`config.mk`:
```
export PLATFORM = sky130hd
export DESIGN_NAME = serial_frame_feeder_flat
export DESIGN_NICKNAME = d
export VERILOG_FILES = /design/src/rtl/serial_frame_feeder_if.sv /design/src/rtl/serial_frame_feeder.sv /design/src/flat_wrapper.sv
export SDC_FILE = /design/constraint.sdc
export NUM_CORES = 1
export LEC_CHECK = 0
export ABC_AREA = 1
export CORE_MARGIN = 2
export CORE_UTILIZATION = 40
export DETAILED_ROUTE_END_ITERATION = 8
export GPL_ROUTABILITY_DRIVEN = 0
export PLACE_DENSITY = 0.67
export SLEW_MARGIN = 20
export SYNTH_ARGS = -nofsm -noshare
export SYNTH_HDL_FRONTEND = slang
export SYNTH_SLANG_ARGS = --single-unit
```
`constraint.sdc`:
```
create_clock -name clk -period 1.7 [get_ports clk]
set_clock_uncertainty 0.2 [all_clocks]
set_input_delay 0.34 -clock clk [delete_from_list [all_inputs] [get_ports clk]]
set_output_delay 0.34 -clock clk [all_outputs]
set_load 0.05 [all_outputs]
```
`src/rtl/serial_frame_feeder_if.sv`:
```
// rtl/serial_frame_feeder_if.sv - word handshake and serial-bit bundle between source, feeder and detector
interface serial_frame_feeder_if #(
  parameter int WIDTH = 8
);
  logic [WIDTH-1:0] din;
  logic             din_valid;
  logic             din_ready;
  logic             x_out;
  logic             x_valid;
  logic             busy;
  logic             frame_done;

  modport master (
    output din, din_valid,
    input  din_ready, x_out, x_valid, busy, frame_done
  );

  modport slave (
    input  din, din_valid,
    output din_ready, x_out, x_valid, busy, frame_done
  );
endinterface

```
`src/rtl/serial_frame_feeder.sv`:
```
// rtl/serial_frame_feeder.sv - parallel-in/serial-out feeder for the pattern detector x input
// Optional even-parity trailer bit: define SERIAL_FEEDER_PARITY_EN.
module serial_frame_feeder #(
  parameter int WIDTH     = 8,
  parameter int MSB_FIRST = 1,
  parameter bit IDLE_BIT  = 1'b0
) (
  input logic                  clk,
  input logic                  rst,
  serial_frame_feeder_if.slave bus
);
  localparam int CW = $clog2(WIDTH);
  localparam logic [CW-1:0] CNT_LAST = CW'(WIDTH - 1);

  typedef enum logic [1:0] {
    ST_IDLE,
    ST_SHIFT
`ifdef SERIAL_FEEDER_PARITY_EN
    , ST_PARITY
`endif
  } state_t;

  state_t           state_q, state_d;
  logic [CW-1:0]    cnt_q, cnt_d;
  logic [WIDTH-1:0] sh_q, sh_d;
  logic             x_out_q, x_out_d;
`ifdef SERIAL_FEEDER_PARITY_EN
  logic             par_q, par_d;
`endif

  logic data_last;
  logic frame_last;
  logic xfer;

  function automatic logic [WIDTH-1:0] shift_word(input logic [WIDTH-1:0] w);
    return (MSB_FIRST != 0) ? {w[WIDTH-2:0], 1'b0} : {1'b0, w[WIDTH-1:1]};
  endfunction

  function automatic logic head_bit(input logic [WIDTH-1:0] w);
    return (MSB_FIRST != 0) ? w[WIDTH-1] : w[0];
  endfunction

  always_ff @(posedge clk or posedge rst) begin
    if (rst) begin
      state_q <= ST_IDLE;
      cnt_q   <= '0;
      sh_q    <= '0;
      x_out_q <= IDLE_BIT;
`ifdef SERIAL_FEEDER_PARITY_EN
      par_q   <= 1'b0;
`endif
    end else begin
      state_q <= state_d;
      cnt_q   <= cnt_d;
      sh_q    <= sh_d;
      x_out_q <= x_out_d;
`ifdef SERIAL_FEEDER_PARITY_EN
      par_q   <= par_d;
`endif
    end
  end

  // x_out_d always carries the bit for the next cycle, so x_out leaves a flop.
  always_comb begin
    state_d = state_q;
    cnt_d   = cnt_q;
    sh_d    = sh_q;
    x_out_d = x_out_q;
`ifdef SERIAL_FEEDER_PARITY_EN
    par_d   = par_q;
`endif
    if (xfer) begin
      state_d = ST_SHIFT;
      cnt_d   = '0;
      sh_d    = bus.din;
      x_out_d = head_bit(bus.din);
`ifdef SERIAL_FEEDER_PARITY_EN
      par_d   = ^bus.din;
`endif
    end else if (frame_last) begin
      state_d = ST_IDLE;
      cnt_d   = '0;
      sh_d    = '0;
      x_out_d = IDLE_BIT;
    end
`ifdef SERIAL_FEEDER_PARITY_EN
    else if (data_last) begin
      state_d = ST_PARITY;
      x_out_d = par_q;
    end
`endif
    else if (state_q == ST_SHIFT) begin
      cnt_d   = cnt_q + 1'b1;
      sh_d    = shift_word(sh_q);
      x_out_d = head_bit(shift_word(sh_q));
    end
  end

  always_comb begin
    data_last = (state_q == ST_SHIFT) && (cnt_q == CNT_LAST);
`ifdef SERIAL_FEEDER_PARITY_EN
    frame_last = (state_q == ST_PARITY);
`else
    frame_last = data_last;
`endif
    // rst gates ready combinationally because the reset state itself is IDLE.
    bus.din_ready  = !rst && ((state_q == ST_IDLE) || frame_last);
    bus.x_valid    = (state_q != ST_IDLE);
    bus.busy       = (state_q != ST_IDLE);
    bus.frame_done = frame_last;
    bus.x_out      = x_out_q;
    xfer           = bus.din_valid && bus.din_ready;
  end
endmodule

```
`src/flat_wrapper.sv`:
```
// flat-port wrapper written by rule: the top's interface ports become plain ports
module serial_frame_feeder_flat 
#(
  parameter int WIDTH     = 8,
  parameter int MSB_FIRST = 1,
  parameter bit IDLE_BIT  = 1'b0
)
  (clk, rst, bus_din, bus_din_valid, bus_din_ready, bus_x_out, bus_x_valid, bus_busy, bus_frame_done);
  serial_frame_feeder_if #(.WIDTH(WIDTH)) bus_i ();
  input logic clk;
  input logic rst;
  input wire logic [$bits(bus_i.din)-1:0] bus_din;
  input wire logic [$bits(bus_i.din_valid)-1:0] bus_din_valid;
  output wire logic [$bits(bus_i.din_ready)-1:0] bus_din_ready;
  output wire logic [$bits(bus_i.x_out)-1:0] bus_x_out;
  output wire logic [$bits(bus_i.x_valid)-1:0] bus_x_valid;
  output wire logic [$bits(bus_i.busy)-1:0] bus_busy;
  output wire logic [$bits(bus_i.frame_done)-1:0] bus_frame_done;
  assign bus_i.din = bus_din;
  assign bus_i.din_valid = bus_din_valid;
  assign bus_din_ready = bus_i.din_ready;
  assign bus_x_out = bus_i.x_out;
  assign bus_x_valid = bus_i.x_valid;
  assign bus_busy = bus_i.busy;
  assign bus_frame_done = bus_i.frame_done;
  serial_frame_feeder #(.WIDTH(WIDTH), .MSB_FIRST(MSB_FIRST), .IDLE_BIT(IDLE_BIT)) u_core (.clk(clk), .rst(rst), .bus(bus_i));
endmodule
```
Word level (Yosys, flattened, before mapping) --
Cells that the tools add are included.
Operators by class: $add $sub $neg 1, eq/ne operators 2, multiplexer cells 11, reduce and logical (&&, ||, !) cells 9
Operators with widths (count):
- 7-bit 2-to-1 mux | 3
- 3-bit 2-to-1 mux | 3
- 2-bit 2-to-1 mux | 2
- 2-bit nonzero test | 2
- 3-bit by 1-bit adder with 3-bit output (second input constant) | 1
- 3-bit equality test (second input constant) | 1
- 1-bit logical AND | 3
- 1-bit 2-to-1 mux | 3
- 3-bit nonzero test | 1
- 2-bit by 1-bit equality test with 1-bit output (second input constant) | 1
- 2-bit logical NOT | 1
- 1-bit logical NOT | 1
- 1-bit logical OR | 1
Storage, ports and cells: bits in registers 13, output and inout port bits 5

Logic depth before layout (Yosys ltp) --
Gate-level depths: netlist (run 1).
word-level depth 6, depth in mapped cells 9, gate-level depth less buffers 8

Worst setup path after synthesis (run 1) --
Ideal clock, no wire load.
path kind register -> output, from register u_core.state_q[0], to output bus_din_ready, arrival 1241 ps, data required time 1160 ps, path slack -81 ps, cell stages (with the launch flop) 5, buffers on the path 1, cells stage by stage dfrtp_1 > nand2_2 > buf_6 > inv_6 > nor2_4
On the way: cells in the longest elaborated chain, start to end 4, elaborated cells between the ends (all ways) 5, classes of those cells 1 x eq/ne; 4 x reduce/logical
RTL lines:
- from (decl) | RTL line serial_frame_feeder.sv:23 | state_t state_q, state_d;
- from (signal assigned) | RTL line serial_frame_feeder.sv:53 | state_q <= state_d;
- 2-bit by 1-bit equality test with 1-bit output | RTL line serial_frame_feeder.sv:100 | data_last = (state_q == ST_SHIFT) && (cnt_q == CNT_LAST);
- 1-bit logical AND | RTL line serial_frame_feeder.sv:100
- 1-bit logical OR * | RTL line serial_frame_feeder.sv:107 | bus.din_ready = !rst && ((state_q == ST_IDLE) || frame_last);
- 1-bit logical AND * | RTL line serial_frame_feeder.sv:107
- to (decl) | RTL line flat_wrapper.sv:14 | output wire logic [$bits(bus_i.din_ready)-1:0] bus_din_ready;
Every way passes the cells marked *; elsewhere a longest branch is shown, timed or not.

Worst setup path after layout (run 1) --
from register u_core.cnt_q[0], to output bus_din_ready
On the way: cells in the longest elaborated chain, start to end 4
RTL lines:
- from (decl) | RTL line serial_frame_feeder.sv:24 | logic [CW-1:0] cnt_q, cnt_d;
- from (signal assigned) | RTL line serial_frame_feeder.sv:54 | cnt_q <= cnt_d;
- 3-bit equality test | RTL line serial_frame_feeder.sv:100
- 1-bit logical AND | RTL line serial_frame_feeder.sv:100
- 1-bit logical OR | RTL line serial_frame_feeder.sv:107
- 1-bit logical AND | RTL line serial_frame_feeder.sv:107
No other way between the ends.

==> results_dict.tcl, run 1 <==
set metrics [dict create \
    outcome "finished with violations" \
    violations "negative setup slack" \
    stdcell_count 105 \
    finalHoldViolCount 0 \
    antenna_found_initial 0 \
    holdPathStages 2 \
    cts_root_buf "clkbuf_4" \
    ys_types 14 \
    syn-num-nets 81 \
    slew_viol_final 0 \
    drive_gt1_frac 0.2809 \
    finalSetupTns_ps -332.6 \
    required_ps 1160 \
    num_antenna_cells 0 \
    rows 14 \
    fin_crit_ps 1922 \
    hold_path_end "u_core.sh_q[1]" \
    mostFrequentLayoutCell "nand3_1" \
    syn-cell-area_um2 625.6 \
    yosys_warnings 0 \
    clock_path_buffers 2 \
    io_pins 16 \
    hp-start "u_core.sh_q[0]" \
    avgSynthCellArea_um2 9.200 \
    netlist_instances 68 \
    holdBufCountCts 0 \
    nets 103 \
    fmax_mhz 520.2 \
    area_growth_pct 49.40 \
    dp_hpwl_um 954.8 \
    cts_tree "yes" \
    rr_startpoint "u_core.cnt_q[0]" \
    arrival_ps 1380 \
    cts_buffers 3 \
    crit_type "reg2out" \
    cts.clk_slew.worst_paths_ps 70 \
    first_pass_iters 4 \
    io_buffer_count 15 \
    dp.cells 100 \
    grt_pass1_wl_um 2221 \
    cellLeakagePower_nw 0.4295 \
    die_width_um 43.55 \
    cp-end-kind "output pin" \
    grt.total_usage 0.1592 \
    path_max_fanout 2 \
    postCtsSetupBuffers 0 \
    grt_max_degree 15 \
    rsz0062_at_grt "yes" \
    start_util 0.4202 \
    r2r_end "u_core.cnt_q[0]" \
    cap_viol_max_count 0 \
    vdd_ir_drop_max_uv 797.7 \
    die-area_mm2 0.001896 \
    fin_ws_ps -222.3 \
    hp-class "reg2reg" \
    chipHeight_um 43.55 \
    viasPerCell 5.314 \
    max_slew_margin 0.7846 \
    reg2reg_slack_ps 90 \
    worstSkewPairLatency_ps 280 \
    powerDensity_mw_per_mm2 1716 \
    core_area_mm2 0.001489 \
    initialDrtViolationCount 13 \
    num_vias 558 \
    period_share 1.131 \
    clock_sinks 12 \
    grt_overflow 0 \
    ant_nets 0 \
    post_drt_wl_per_cell_um 12.97 \
    drc 0 \
    synth_seq_cells 12 \
    h-tree-depth 1 \
    grt_pass1_vias 507 \
    finalSetupViolations 2 \
    routed_wl_um 1362 \
    reg2regPathDepth 8 \
    cp-start-kind "register" \
    ys_seq_area_frac 0.4800 \
    final_cell_mix "nand3_1 (19), nand2_1 (14), dfrtp_1 (11)" \
    worst_pin_slew_ps 322.7 \
]
per-stage QoR:
step                      power, mW    util  setup slack (ps)  hold slack (ps)  cell area [µm²]
after floorplan               1.001       -            -55.18           -13.65            626.9
after global placement        1.278  0.5689             36.05            270.5            847.1
after detailed placement      1.299  0.5689            -6.565            281.4            847.1
after CTS                     1.576  0.6092            -261.1            294.2            907.1
after global routing          1.712  0.6277            -278.9            335.2            934.6
final                         1.604  0.6277            -222.3            302.0            934.6
area by class of cell:
class / instances / area, µm²
tap: 16 / 20.02
sequential: 12 / 301.5
inverter: 5 / 23.77
fill: 125 / 554.3
timing repair buffer: 21 / 249.0
clock buffer: 4 / 36.28
multi-input combinational: 47 / 304.0
power breakdown:
group	internal, mW	switching (mW)	total [mW]
sequential	0.400	0.107	0.507
combinational	0.396	0.473	0.869
clock	0.130	0.0980	0.228
routing by layer:
| layer | GRT usage | vias to the layer above | wire length [µm] |
|---|---|---|---|
| li1 | - | 281 | - |
| met1 | 0.2101 | 254 | 641 |
| met2 | 0.2441 | 21 | 637 |
| met3 | 0.02917 | 2 | 57 |
| met4 | 0.09091 | 0 | 25 |
| met5 | 0 | - | 0 |
flip-flops by register name, indices dropped and copies added (netlist names):
| signal | flops |
|---|---|
| u_core.sh_q | 7 |
| u_core.cnt_q | 3 |
| u_core.bus.x_out | 1 |
| u_core.state_q | 1 |
worst max path at each step:
| stage | startpoint | to | slack, ps | cells past startpoint |
|---|---|---|---|---|
| 4_1_cts | u_core.cnt_q[1] | bus_din_ready | -260 | 7 |
| 3_5_place_dp | u_core.cnt_q[0] | bus_din_ready | -7 | 7 |
| 3_3_place_gp | u_core.cnt_q[0] | bus_din_ready | 40 | 7 |
| 2_1_floorplan | u_core.cnt_q[0] | bus_din_ready | -60 | 7 |
| 6_report | u_core.cnt_q[0] | bus_din_ready | -220 | 7 |
| 5_1_grt | u_core.cnt_q[0] | bus_din_ready | -280 | 7 |
critical path, stage by stage (launching register included):
cell	delay (ps)
dfrtp_1	420
ha_4	180
ha_4	160
inv_2	60
nand2_4	60
inv_6	60
nor2_4	40
buf_12	140
logic make-up (layout without fill, tap and decap cells):
family / after synthesis / in the layout / share of synthesized area
flops: 12 / 12 / 0.4800
buf+inv: 10 / 30 / 0.1100
simple gates: 43 / 44 / 0.3620
fa+ha+maj: 2 / 2 / 0.03999
compound gates: 1 / 1 / 0.007992
cells in the mapped netlist, drive strengths merged:
| cell type | number | area, µm² |
|---|---|---|
| nand3 | 20 | 112.6 |
| nand2 | 15 | 58.81 |
| dfrtp | 12 | 300.3 |
| nand4 | 7 | 43.79 |
| buf | 5 | 45.04 |
| inv | 5 | 23.77 |
| ha | 2 | 25.02 |
| nor2 | 1 | 11.26 |
| o21ai | 1 | 5.000 |
repair_timing:
action,4_1_cts,5_1_grt
setup endpoints to repair,4,13
pin swaps,3,2
gates resized for setup,6,2
gates cloned,0,1
Power figures use the tool's default switching activity.
==> run 2: changes to the inputs <==
Settings changed: CTS_CLUSTER_SIZE set to 10.
==> results of run 2 <==
The final DEF is identical to that of run 1; final timing and power are the same.
==> run 3: changes to the inputs <==
Settings changed: ABC_AREA 1 to not set, PLACE_DENSITY 0.67 to 0.69.
==> run 3 against run 2 <==
Net effect:
- the run still ends with negative setup slack left
- synthesized cell count shrank 35%
- clock power is essentially flat
- register-to-register slack lost 250 ps
- global-route usage grew 1.5 points
- sequential power shrank 6.5%
- synthesized area shrank 11%
- routed wire length shrank 24%
- sequential share of layout area grew 2.0 points
- first-iteration DRC count shrank 46%
- final cell count shrank 20%
- maximum frequency shrank 3.3%
- design area shrank 5.8%
- critical endpoint unchanged
==> results_dict.tcl, run 3 <==
set metrics [dict create \
    path_cells "ha_2 -> ha_4 -> and2b_4 -> nor2_4 -> buf_6" \
    grt_pass1_wl_um 1745 \
    period_share 1.169 \
    drive_gt1_frac 0.3913 \
    synthTopCellsByCount "dfrtp_1 (12), and2_1 (8), a221o_1 (7)" \
    cp-start-kind "register" \
    max_slew_margin 0.7457 \
    grt.total_usage 0.1744 \
    die_width_um 41.27 \
    vdd_ir_drop_max_uv 1350 \
    antenna_found_initial 0 \
    slowest_delay_ps 390 \
    cts_root_buf "clkbuf_4" \
    clock_path_buffers 2 \
    num_antenna_cells 0 \
    nets 83 \
    drc 0 \
    netlist.area_leader.share 0.5405 \
    worstSkewPairLatency_ps 280 \
    post_drt_wl_per_cell_um 12.39 \
    cts.clk_slew.worst_paths_ps 70 \
    fillers 102 \
    utilization 0.6769 \
    cp-end-kind "output pin" \
    netlist_instances 44 \
    holdBufCountCts 0 \
    path_max_fanout 2 \
    worst_pin_slew_ps 381.0 \
    place_ws_ps -149.7 \
    slew_viol_final 0 \
    fin_ws_ps -287.0 \
    yosys_warnings 0 \
    die-area_mm2 0.001703 \
    core_area_mm2 0.001301 \
    largest_reg_flops 7 \
    io_pins 16 \
    largest-register "u_core.sh_q" \
    finalHoldViolCount 0 \
    rows 13 \
    violations "negative setup slack" \
    final_cell_mix "dfrtp_1 (11), clkdlybuf4s50_1 (10), and2_1 (8), buf_4 (8), a221o_1 (7)" \
    synth_edf_count 0 \
    ys_types 17 \
    powerDensity_mw_per_mm2 1886 \
    finalPower_mw 1.661 \
    chipHeight_um 41.27 \
    required_ps 1160 \
    finalSetupViolations 11 \
    synth_area_leaders "dfrtp_1 (54%), a221o_1 (13%), and2_1 (9.0%)" \
    dp_hpwl_um 810.5 \
    synth-async-reset-ratio 1.000 \
    crit_type "reg2out" \
    ys_seq_area_frac 0.5405 \
    syn-cell-area_um2 555.5 \
    synth_flop_cell "dfrtp_1" \
    mostFrequentLayoutCell "dfrtp_1" \
    ant_nets 0 \
    rsz0062_at_grt "yes" \
    grt_overflow 0 \
    fin_crit_ps 1987 \
    reg2reg_slack_ps -160 \
    viasPerCell 4.869 \
    cellLeakagePower_nw 0.4082 \
    syn-num-nets 57 \
    synth_top_cell_by_area "dfrtp_1" \
    hp-class "in2async" \
    grt_max_degree 11 \
    num_vias 409 \
    avgSynthCellArea_um2 12.63 \
    start_util 0.4269 \
    initialDrtViolationCount 7 \
    synth_seq_cells 12 \
    io_buffer_count 15 \
    clock_sinks 12 \
    finalSetupTns_ps -1496 \
    area_growth_pct 58.56 \
    arrival_ps 1450 \
    yosysMostFrequentCell "dfrtp_1" \
    h-tree-depth 1 \
    cts_tree "yes" \
    cp_slowest_cell "dfrtp_1" \
    grt_pass1_vias 395 \
    cap_viol_max_count 0 \
    outcome "finished with violations" \
    fmax_mhz 503.3 \
    first_pass_iters 2 \
    cts_buffers 3 \
    top_regs "u_core.sh_q: 7 flops, u_core.cnt_q: 3 flops" \
    routed_wl_um 1041 \
]
## run 3: cell count changes after synthesis, sizes merged, moves of 4 or more
cell   change
a221o      +7
nand2     -15
nand4      -7
nand3     -20
inv        -4
and2       +8
## run 3: metal layers
metal | vias to the layer above | wire, µm | GRT usage
li1 | 208 | - | -
met1 | 186 | 488 | 0.2068
met2 | 10 | 461 | 0.2461
met3 | 5 | 65 | 0.09783
met4 | 0 | 25 | 0.09677
met5 | - | 0 | 0
## run 3: cell type report
type | count | area, µm² | share of cell area
clock buffers | 4 | 36.28 | 0.04119
multi-input cells | 28 | 257.7 | 0.2926
well taps | 15 | 18.77 | 0.02131
flip-flops and latches | 12 | 301.5 | 0.3423
repair buffers | 24 | 262.8 | 0.2983
inverters | 1 | 3.754 | 0.004261
## run 3: cell families after synthesis
| family | count (synthesis) | synth area share |
|---|---|---|
| multiplexers | 1 | 0.02027 |
| flip-flops | 12 | 0.5405 |
| AND/OR/NAND/NOR | 15 | 0.1734 |
| buffers and inverters | 4 | 0.04954 |
| AO/OA/AOI/OAI | 10 | 0.1712 |
| adder cells (fa/ha/maj) | 2 | 0.04504 |
## run 3: final timing paths
check	start	end	cells past startpoint
setup / recovery	u_core.cnt_q[1]	bus_din_ready	5
hold / removal	rst	u_core.sh_q[1]	3
setup reg to reg	u_core.cnt_q[0]	u_core.sh_q[4]	7
hold reg to reg	u_core.sh_q[6]	u_core.sh_q[6]	1
max in group asynchronous	rst	u_core.cnt_q[2]	4
min in group clk	u_core.sh_q[6]	u_core.sh_q[6]	1
## run 3: per-stage QoR
stage	instance area (µm²)	hold slack [ps]	instances
CTS	880.8	232.8	84
global placement	829.5	288.6	80
global route	880.8	259.8	84
floorplan	585.6	4.631	44
detailed placement	829.5	292.7	80
finish	880.8	230.7	84
## run 3: power by group
| group | internal, mW | switching (mW) | total, mW | leakage, nW |
|---|---|---|---|---|
| Clock | 0.130 | 0.0973 | 0.228 | 0.0210 |
| Sequential | 0.400 | 0.0739 | 0.474 | 0.154 |
| Combinational | 0.522 | 0.437 | 0.959 | 0.233 |
| Total | 1.05 | 0.608 | 1.66 | 0.408 |
## run 3: critical path: cells and delay by family, from the launching register on
family / cells / cell delay [ps]
adders and majority gates: 2 / 350
buffers and inverters: 1 / 140
DFF: 1 / 390
and+or+nand+nor: 2 / 290
## run 3: timing repair
item / CTS / global route
endpoints found under the setup margin: 10 / 14
setup buffers: 1 / 0
pin swaps: 1 / 0
gates resized for setup: 4 / 0
